### src/rtl/washer_cycle_timer_if.sv
`default_nettype none
// =============================================================================
// Module      : washer_cycle_timer_if
// Description : Control/status bundle between a washer cycle timer and its host.
// Revision    : 1.0 - initial release
// =============================================================================
interface washer_cycle_timer_if #(
    parameter int WIDTH = 8
) ();
    logic             start;
    logic             pause;
    logic             abort;
    logic [WIDTH-1:0] fill_time;
    logic [WIDTH-1:0] wash_time;
    logic [WIDTH-1:0] rinse_time;
    logic [WIDTH-1:0] spin_time;
    logic [2:0]       phase;
    logic [WIDTH-1:0] remaining;
    logic             busy;
    logic             phase_done;
    logic             done;

    modport master (
        output start, pause, abort, fill_time, wash_time, rinse_time, spin_time,
        input  phase, remaining, busy, phase_done, done
    );

    modport slave (
        input  start, pause, abort, fill_time, wash_time, rinse_time, spin_time,
        output phase, remaining, busy, phase_done, done
    );
endinterface
`default_nettype wire

### src/rtl/washer_cycle_timer.sv
`default_nettype none
// =============================================================================
// Module      : washer_cycle_timer
// Description : Four-phase (fill/wash/rinse/spin) wash cycle sequencer with
//               prescaled tick, pause, abort and zero-duration phase skipping.
// Revision    : 1.0 - initial release
// =============================================================================
module washer_cycle_timer #(
    parameter int WIDTH    = 8,
    parameter int PRESCALE = 1
) (
    input  logic                  clk,
    input  logic                  rstn,
    washer_cycle_timer_if.slave   ctl
);

    localparam logic [2:0] c_PH_IDLE  = 3'd0;
    localparam logic [2:0] c_PH_FILL  = 3'd1;
    localparam logic [2:0] c_PH_WASH  = 3'd2;
    localparam logic [2:0] c_PH_RINSE = 3'd3;
    localparam logic [2:0] c_PH_SPIN  = 3'd4;

    localparam int                c_PS_W    = (PRESCALE > 1) ? $clog2(PRESCALE) : 1;
    localparam logic [c_PS_W-1:0] c_PS_LAST = c_PS_W'(PRESCALE - 1);

    logic [2:0]        r_phase;
    logic [WIDTH-1:0]  r_remaining;
    logic [c_PS_W-1:0] r_ps;
    logic              r_phase_done;
    logic              r_done;
    logic [WIDTH-1:0]  r_dur [4];

    logic [2:0]        w_phase_nxt;
    logic [WIDTH-1:0]  w_remaining_nxt;
    logic [c_PS_W-1:0] w_ps_nxt;
    logic              w_phase_done_nxt;
    logic              w_done_nxt;
    logic [WIDTH-1:0]  w_dur_nxt [4];
    logic [2:0]        w_first;
    logic              w_tick;
    logic [3:0]        w_in_nz;
    logic [3:0]        w_lat_nz;

    // Lowest-numbered phase strictly after cur whose duration is nonzero; IDLE if none.
    function automatic logic [2:0] f_first_after(input logic [2:0] cur, input logic [3:0] nz);
        logic [2:0] res;
        res = c_PH_IDLE;
        for (int i = 3; i >= 0; i--) begin
            if ((3'(i) + 3'd1) > cur && nz[i]) begin
                res = 3'(i) + 3'd1;
            end
        end
        return res;
    endfunction

    function automatic logic [WIDTH-1:0] f_dur_of(
        input logic [2:0]       ph,
        input logic [WIDTH-1:0] d_fill,
        input logic [WIDTH-1:0] d_wash,
        input logic [WIDTH-1:0] d_rinse,
        input logic [WIDTH-1:0] d_spin
    );
        logic [WIDTH-1:0] res;
        case (ph)
            c_PH_FILL:  res = d_fill;
            c_PH_WASH:  res = d_wash;
            c_PH_RINSE: res = d_rinse;
            c_PH_SPIN:  res = d_spin;
            default:    res = '0;
        endcase
        return res;
    endfunction

    assign w_tick   = (r_ps == c_PS_LAST);
    assign w_in_nz  = {ctl.spin_time != '0, ctl.rinse_time != '0,
                       ctl.wash_time != '0, ctl.fill_time != '0};
    assign w_lat_nz = {r_dur[3] != '0, r_dur[2] != '0, r_dur[1] != '0, r_dur[0] != '0};

    always_comb begin
        w_phase_nxt      = r_phase;
        w_remaining_nxt  = r_remaining;
        w_ps_nxt         = r_ps;
        w_phase_done_nxt = 1'b0;
        w_done_nxt       = 1'b0;
        w_first          = c_PH_IDLE;
        for (int i = 0; i < 4; i++) begin
            w_dur_nxt[i] = r_dur[i];
        end

        if (ctl.abort) begin
            w_phase_nxt     = c_PH_IDLE;
            w_remaining_nxt = '0;
            w_ps_nxt        = '0;
        end else if (r_phase == c_PH_IDLE) begin
            if (ctl.start) begin
                w_dur_nxt[0]    = ctl.fill_time;
                w_dur_nxt[1]    = ctl.wash_time;
                w_dur_nxt[2]    = ctl.rinse_time;
                w_dur_nxt[3]    = ctl.spin_time;
                w_ps_nxt        = '0;
                // Durations are taken from the inputs here since the latch lands on this same edge.
                w_first         = f_first_after(c_PH_IDLE, w_in_nz);
                w_phase_nxt     = w_first;
                w_remaining_nxt = f_dur_of(w_first, ctl.fill_time, ctl.wash_time,
                                           ctl.rinse_time, ctl.spin_time);
                w_done_nxt      = (w_first == c_PH_IDLE);
            end
        end else if (!ctl.pause) begin
            w_ps_nxt = w_tick ? '0 : r_ps + c_PS_W'(1);
            if (w_tick) begin
                if (r_remaining > WIDTH'(1)) begin
                    w_remaining_nxt = r_remaining - WIDTH'(1);
                end else begin
                    w_first          = f_first_after(r_phase, w_lat_nz);
                    w_phase_nxt      = w_first;
                    w_remaining_nxt  = f_dur_of(w_first, r_dur[0], r_dur[1], r_dur[2], r_dur[3]);
                    w_phase_done_nxt = 1'b1;
                    w_done_nxt       = (w_first == c_PH_IDLE);
                end
            end
        end
    end

    always_ff @(posedge clk or negedge rstn) begin
        if (!rstn) begin
            r_phase      <= c_PH_IDLE;
            r_remaining  <= '0;
            r_ps         <= '0;
            r_phase_done <= 1'b0;
            r_done       <= 1'b0;
            for (int i = 0; i < 4; i++) begin
                r_dur[i] <= '0;
            end
        end else begin
            r_phase      <= w_phase_nxt;
            r_remaining  <= w_remaining_nxt;
            r_ps         <= w_ps_nxt;
            r_phase_done <= w_phase_done_nxt;
            r_done       <= w_done_nxt;
            for (int i = 0; i < 4; i++) begin
                r_dur[i] <= w_dur_nxt[i];
            end
        end
    end

    assign ctl.phase      = r_phase;
    assign ctl.remaining  = r_remaining;
    assign ctl.busy       = (r_phase != c_PH_IDLE);
    assign ctl.phase_done = r_phase_done;
    assign ctl.done       = r_done;

endmodule
`default_nettype wire

### src/flat_wrapper.sv
// flat-port wrapper written by rule: the top's interface ports become plain ports
module washer_cycle_timer_flat 
#(
    parameter int WIDTH    = 8,
    parameter int PRESCALE = 1
)
  (clk, rstn, ctl_start, ctl_pause, ctl_abort, ctl_fill_time, ctl_wash_time, ctl_rinse_time, ctl_spin_time, ctl_phase, ctl_remaining, ctl_busy, ctl_phase_done, ctl_done);
  washer_cycle_timer_if #(.WIDTH(WIDTH)) ctl_i ();
  input  logic clk;
  input  logic rstn;
  input wire logic [$bits(ctl_i.start)-1:0] ctl_start;
  input wire logic [$bits(ctl_i.pause)-1:0] ctl_pause;
  input wire logic [$bits(ctl_i.abort)-1:0] ctl_abort;
  input wire logic [$bits(ctl_i.fill_time)-1:0] ctl_fill_time;
  input wire logic [$bits(ctl_i.wash_time)-1:0] ctl_wash_time;
  input wire logic [$bits(ctl_i.rinse_time)-1:0] ctl_rinse_time;
  input wire logic [$bits(ctl_i.spin_time)-1:0] ctl_spin_time;
  output wire logic [$bits(ctl_i.phase)-1:0] ctl_phase;
  output wire logic [$bits(ctl_i.remaining)-1:0] ctl_remaining;
  output wire logic [$bits(ctl_i.busy)-1:0] ctl_busy;
  output wire logic [$bits(ctl_i.phase_done)-1:0] ctl_phase_done;
  output wire logic [$bits(ctl_i.done)-1:0] ctl_done;
  assign ctl_i.start = ctl_start;
  assign ctl_i.pause = ctl_pause;
  assign ctl_i.abort = ctl_abort;
  assign ctl_i.fill_time = ctl_fill_time;
  assign ctl_i.wash_time = ctl_wash_time;
  assign ctl_i.rinse_time = ctl_rinse_time;
  assign ctl_i.spin_time = ctl_spin_time;
  assign ctl_phase = ctl_i.phase;
  assign ctl_remaining = ctl_i.remaining;
  assign ctl_busy = ctl_i.busy;
  assign ctl_phase_done = ctl_i.phase_done;
  assign ctl_done = ctl_i.done;
  washer_cycle_timer #(.WIDTH(WIDTH), .PRESCALE(PRESCALE)) u_core (.clk(clk), .rstn(rstn), .ctl(ctl_i));
endmodule
### config.mk
export PLATFORM = sky130hd
export DESIGN_NAME = washer_cycle_timer_flat
export DESIGN_NICKNAME = d
export VERILOG_FILES = /design/src/rtl/washer_cycle_timer_if.sv /design/src/rtl/washer_cycle_timer.sv /design/src/flat_wrapper.sv
export SDC_FILE = /design/constraint.sdc
export NUM_CORES = 1
export LEC_CHECK = 0
export ABC_CLOCK_PERIOD_IN_PS = 2800
export CAP_MARGIN = 25
export CORE_ASPECT_RATIO = 0.5
export CORE_MARGIN = 1.5
export CORE_UTILIZATION = 53
export DETAILED_ROUTE_END_ITERATION = 12
export HOLD_SLACK_MARGIN = 0.15
export PLACE_DENSITY = 0.81
export SLEW_MARGIN = 10
export SYNTH_ARGS = -nofsm -noshare
export SYNTH_HDL_FRONTEND = slang
export SYNTH_SLANG_ARGS = --single-unit
### constraint.sdc
create_clock -name clk -period 2.8 [get_ports clk]
set_input_delay 0.56 -clock clk [delete_from_list [all_inputs] [get_ports clk]]
set_output_delay 0.56 -clock clk [all_outputs]
set_load 0.03 [all_outputs]
* Yosys cells after proc, flatten, opt, wreduce, memory -nomap -nowiden
Index checks and enable logic that the tools add are counted.
** Storage, ports and cells
- Input port bits :: 37
- Word-level logic and storage cells :: 95
- Register bits :: 46
** Cells by class
- $add $sub $neg :: 2
- Magnitude comparators :: 5
- Reduce and logical (&&, ||, !) cells :: 20
- Equality and inequality tests :: 12
- Mux-type cells :: 46
- Bitwise gates (word level) :: 1
** Operator list (number)
- two-way mux 3 bit :: 22
- one-hot mux 8 bit (4 select lines) :: 2
- nonzero test 8 bit :: 8
- two-way mux 8 bit :: 6
- two-way mux 1 bit :: 16
- == test 3 x 2 -> 1 bit, second input constant :: 4
- logical NOT 3 bit :: 3
- > comparator 8 x 1 -> 1 bit, second input constant :: 1
- subtractor 8 x 1 -> 8 bit, second input constant :: 1
- == test 3 x 1 -> 1 bit, second input constant :: 2
- == test 3 bit, second input constant :: 2
- > comparator 2 x 3 -> 1 bit, first input constant :: 2
- inequality test 3 bit, second input constant :: 2
- AND reduction 3 bit :: 2
- logical AND 1 bit :: 4
- AND reduction 4 bit :: 1
- > comparator 1 x 3 -> 1 bit, first input constant :: 1
- > comparator 3 bit, first input constant :: 1
- inequality test 3 x 1 -> 1 bit, second input constant :: 1
- inequality test 3 x 2 -> 1 bit, second input constant :: 1
- nonzero test 3 bit :: 1
- AND reduction 2 bit :: 1
- adder 1 bit, second input constant :: 1
- inverter 1 bit :: 1

* Longest topological paths before layout
- Depth in word-level cells :: 18
- Gate-level depth with buffers :: 8
- Mapped depth without buffers :: 7

* Worst setup path after synthesis
Ideal clock, no wire load.
- Path type :: register to register
- Start :: register u_core.r_remaining[2] (netlist: u_core.ctl.remaining[2])
- End :: register u_core.r_remaining[6] (netlist: u_core.ctl.remaining[6])
- Data arrival time :: 2.446 ns
- Cell stages (with the launch flop) :: 7
- Buffers on the path :: 2
- Library setup time :: 0.086 ns
- Setup slack :: 0.268 ns
- Path through :: dfrtp_1 > buf_6 > or4_4 > or4_1 > buf_2 > or4_1 > a32oi_1
** Between the ends
- Longest elaborated chain between the ends :: 6
- Elaborated cells between the ends (all ways) :: 7
- Classes of those cells :: add/sub (1); order compare (1); mux (5)
** Ends and longest elaborated chain
- start: declaration :: line washer_cycle_timer.sv:27 : logic [WIDTH-1:0] r_remaining;
- start signal: assignment :: line washer_cycle_timer.sv:136 : r_remaining <= w_remaining_nxt;
- subtractor 8 x 1 -> 8 bit / > comparator 8 x 1 -> 1 bit (equally long branches) :: line washer_cycle_timer.sv:112, washer_cycle_timer.sv:111
- two-way mux 8 bit * :: line washer_cycle_timer.sv:111 : if (r_remaining > WIDTH'(1)) begin
- two-way mux 8 bit * :: line washer_cycle_timer.sv:110 : if (w_tick) begin
- two-way mux 8 bit * :: line washer_cycle_timer.sv:108 : end else if (!ctl.pause) begin
- two-way mux 8 bit * :: line washer_cycle_timer.sv:94 : end else if (r_phase == c_PH_IDLE) begin
- two-way mux 8 bit * :: line washer_cycle_timer.sv:90 : if (ctl.abort) begin
Mark *: on every way between the ends. The rest lies on a longest branch, timed or not. The select of a mux whose other input is x is not followed.
A chain may end at the register's enable or synchronous reset.

* Worst setup path in the final report
- Start :: register u_core.r_phase[0] (netlist: u_core.ctl.phase[0])
- End :: output ctl_busy
** Between the ends
- Longest elaborated chain between the ends :: 1
** Ends and longest elaborated chain
- start: declaration :: line washer_cycle_timer.sv:26 : logic [2:0] r_phase;
- start signal: assignment :: line washer_cycle_timer.sv:126 : r_phase <= c_PH_IDLE;
- start signal: assignment :: line washer_cycle_timer.sv:135 : r_phase <= w_phase_nxt;
- nonzero test 3 bit :: line washer_cycle_timer.sv:148 : assign ctl.busy = (r_phase != c_PH_IDLE);
- end: declaration :: line flat_wrapper.sv:20 : output wire logic [$bits(ctl_i.busy)-1:0] ctl_busy;
No other way between the ends.

==> summary.md <==
| Metric | Value |
|---|---|
| Run status | `completed` |
| Final Slew Violations | `0` |
| Yosys top cell area share | `40.2%` |
| Minimum clock period | `2.66 ns` |
| Cell count along the critical path | `3` |
| First-pass GRT wire length | `14000 µm` |
| Die Wd | `106 µm` |
| Hold-fix buffers at CTS | `0` |
| RSZ-0062 raised after global routing | `false` |
| CP Launch Point | `u_core.ctl.phase[0]$_DFFE_PN0P_` |
| Mean area per synthesized cell | `9.87 µm²` |
| Delay of the slowest cell on the worst path | `0.77 ns` |
| Hold Violations, Final | `0` |
| Cell area after synthesis | `2800 µm²` |
| FF+latch count, synth | `45` |
| Cell Rows | `18` |
| Vias in the first global route | `2553` |
| RR Endpoint | `u_core.ctl.remaining[7]$_DFFE_PN0P_` |
| Origin of the critical flop-to-flop path | `u_core.r_dur[12]$_DFFE_PN0P_` |
| PortBufs | `50` |
| Critical path class | `register to output pin` |
| Warnings, synthesis | `0` |
| Clock Tree Buf Depth | `2` |
| Worst r2r path cells | `5` |
| DR iter-0 viols | `252` |
| Fill cell count | `397` |
| Slowest CP cell | `clkdlybuf4s50_1` |
| Worst Path Buf+Inv | `2` |
| Pwr/cell area | `1020 nW/µm²` |
| Initial antenna violation count | `0` |
| Predominant post-synthesis flop cell | `dfrtp_1` |
| Register area share after synthesis | `40.2%` |
| WP data required | `2.24 ns` |
| Layout cell share with drive strength beyond 1 | `21.4%` |
| Slew margin rel. | `55.7%` |
| Fmax | `376 MHz` |
| Total track usage | `33.5%` |
| Critical Path End | `ctl_busy` |
| H-tree depth | `2` |
| Fin Setup TNS | `0 ns` |
| Netlist cell types | `50` |
| Tot Pwr | `3.64 mW` |
| Initial Util | `56.1%` |
| Area Overhead vs Synth | `27.6%` |
| Setup Skew | `0.00784 ns` |
| Die ar. | `5760 µm²` |
| Area leader, netlist | `dfrtp_1` |
| Dpl hpwl | `7020 µm` |
| Post-CTS Resized | `0` |
| Flop2flop setup slack | `0.19 ns` |
| Synthesized netlist net count | `323` |
| CTS clk-pin slew, worst paths | `0.08 ns` |
| Top Family by Delay on Critical Path | `buffers and inverters` |
| Final wirelength | `9140 µm` |
| CP max FO | `13` |
| HP Class | `input pin to asynchronous set/reset pin` |
| Total grt overflow | `0` |
| Async SR Flop Fraction | `100%` |
| CTS tree | `done` |
| Pre-antenna DRT Iters | `7` |
| Core Area | `5000 µm²` |
| EDFF count, synth | `0` |
| DR vias | `2745` |
| DRC Markers | `0` |
| Cts bufs inserted | `5` |
| Final period util | `94.9%` |
| Routed vias/inst | `6.61` |
| Worst EP arrival | `2.10 ns` |
| Die Span Y | `54.4 µm` |
| Final setup vio count | `0` |
| Top post-synthesis cells by area | `dfrtp_1, mux2_2, or4_1` |
| Largest net degree at the start of global routing | `34` |
| Max Cap Viol | `0` |
| Setup crit end kind | `output pin` |
| Antenna-violating nets left | `0` |
| CP startpoint kind | `register` |
| Post-CTS setup buffer count | `0` |
| Nets | `385` |
| IO Pins | `51` |
| Crit path cell chain | `nor3_2 -> inv_1 -> clkdlybuf4s50_1` |
| Routed WL per cell | `22.0 µm` |
| Worst VDD drop | `0.705 mV` |
| Worst-margin pin slew | `0.657 ns` |
| Clk Latency, worst-skew pair | `0.30 ns` |
| Synth Instances | `284` |
| Leak | `1.39 nW` |
| CTS root buf | `clkbuf_8` |
| Ant. Diodes | `0` |
| Clock Sinks | `45` |
| GP Congestion | `1.01` |
| Hold WS | `0.252 ns` |
[worst min-delay path by stage]
stage | from | to | slack, ns | depth (start not counted)
final | rstn | u_core.r_dur[16]$_DFFE_PN0P_ | 0.25 | 1
after global routing | rstn | u_core.r_dur[16]$_DFFE_PN0P_ | 0.30 | 1
after CTS | rstn | u_core.r_dur[28]$_DFFE_PN0P_ | 0.26 | 1
after detailed placement | u_core.r_dur[10]$_DFFE_PN0P_ | u_core.r_dur[10]$_DFFE_PN0P_ | 0.52 | 1
after global placement | u_core.r_dur[30]$_DFFE_PN0P_ | u_core.r_dur[30]$_DFFE_PN0P_ | 0.51 | 1
after floorplan | rstn | u_core.ctl.done$_DFF_PN0_ | 0.26 | 0
[area by class of cell]
type                       count  area [µm²]  share of cell area (%)
inverter                       5        18.8                   0.525
sequential                    45        1130                    31.5
timing repair buffer          75         696                    19.5
clock buffer                   5        68.8                    1.92
tap                           70        87.6                    2.45
multi-input combinational    214        1570                    44.0
clock inverter                 1        5.00                   0.140
[report_power, final]
group	switching, mW	internal [mW]
registers	0.342	0.949
clock network	0.220	0.165
logic	1.07	0.895
[stage by stage]
stage / setup slack (ns) / utilization [%] / cells / instance area, µm²
final: 0.142 / 71.5 / 415 / 3580
after detailed placement: 0.112 / 70.0 / 409 / 3500
after CTS: 0.186 / 71.5 / 415 / 3580
after floorplan: 0.268 / - / 284 / 2800
after global placement: 0.137 / 70.0 / 409 / 3500
after global routing: 0.0830 / 71.5 / 415 / 3580
[cells in the final DEF, fill, tap and decap left out, types with 6 or more instances in the layout]
cell type | netlist | routed
dfrtp_1 | 45 | 45
mux2_2 | 32 | 32
clkdlybuf4s50_1 | 0 | 49
nor2_1 | 11 | 11
nor4_1 | 13 | 13
a31o_2 | 6 | 6
buf_4 | 0 | 24
nand2b_1 | 11 | 11
or4_1 | 14 | 14
nand3b_1 | 6 | 6
nand2_1 | 11 | 11
a22oi_1 | 6 | 6
nand3_1 | 16 | 16
a211oi_1 | 8 | 8
a21oi_1 | 13 | 13
[logic make-up (layout without fill, tap and decap cells)]
family	Yosys count	count (layout)	synth area share (%)
flip-flops	45	45	40.2
adder cells (fa/ha/maj)	2	2	0.893
XOR/XNOR	3	3	0.938
AO/OA/AOI/OAI	78	78	20.5
AND/OR/NAND/NOR	99	99	21.0
buffers and inverters	25	86	3.66
multiplexers	32	32	12.9
[metal layers]
metal | track usage [%] | vias up | part of all wire (%) | wire (µm)
li1 | - | 1245 | - | -
met1 | 47.1 | 1336 | 46 | 4180
met2 | 52.3 | 156 | 43 | 3940
met3 | 9.76 | 8 | 11 | 967
met4 | 6.53 | 0 | 0.62 | 57
met5 | 0 | - | 0 | 0
[sequential cells by signal (all words and copies together) (netlist names)]
name	cells
u_core.ctl.done	1
u_core.ctl.phase	3
u_core.ctl.phase_done	1
u_core.ctl.remaining	8
u_core.r_dur	32
[Yosys cell counts, drive strengths merged, types with 6 or more instances]
cell	count
nand2	11
nor4	13
dfrtp	45
a31o	6
clkbuf	17
nand2b	11
mux2	32
or4	15
nor2	11
nand3b	6
a22oi	6
o21ai	7
a211oi	8
nand3	16
a21oi	13
[worst register-to-register path, delay by kind of cell, from the launching register on]
family,cells,cell delay [ns]
flip-flops,1,0.44
AND/OR/NAND/NOR,2,0.94
AO/OA/AOI/OAI,3,1.14
Note: power is estimated with default switching activity, not from simulation.
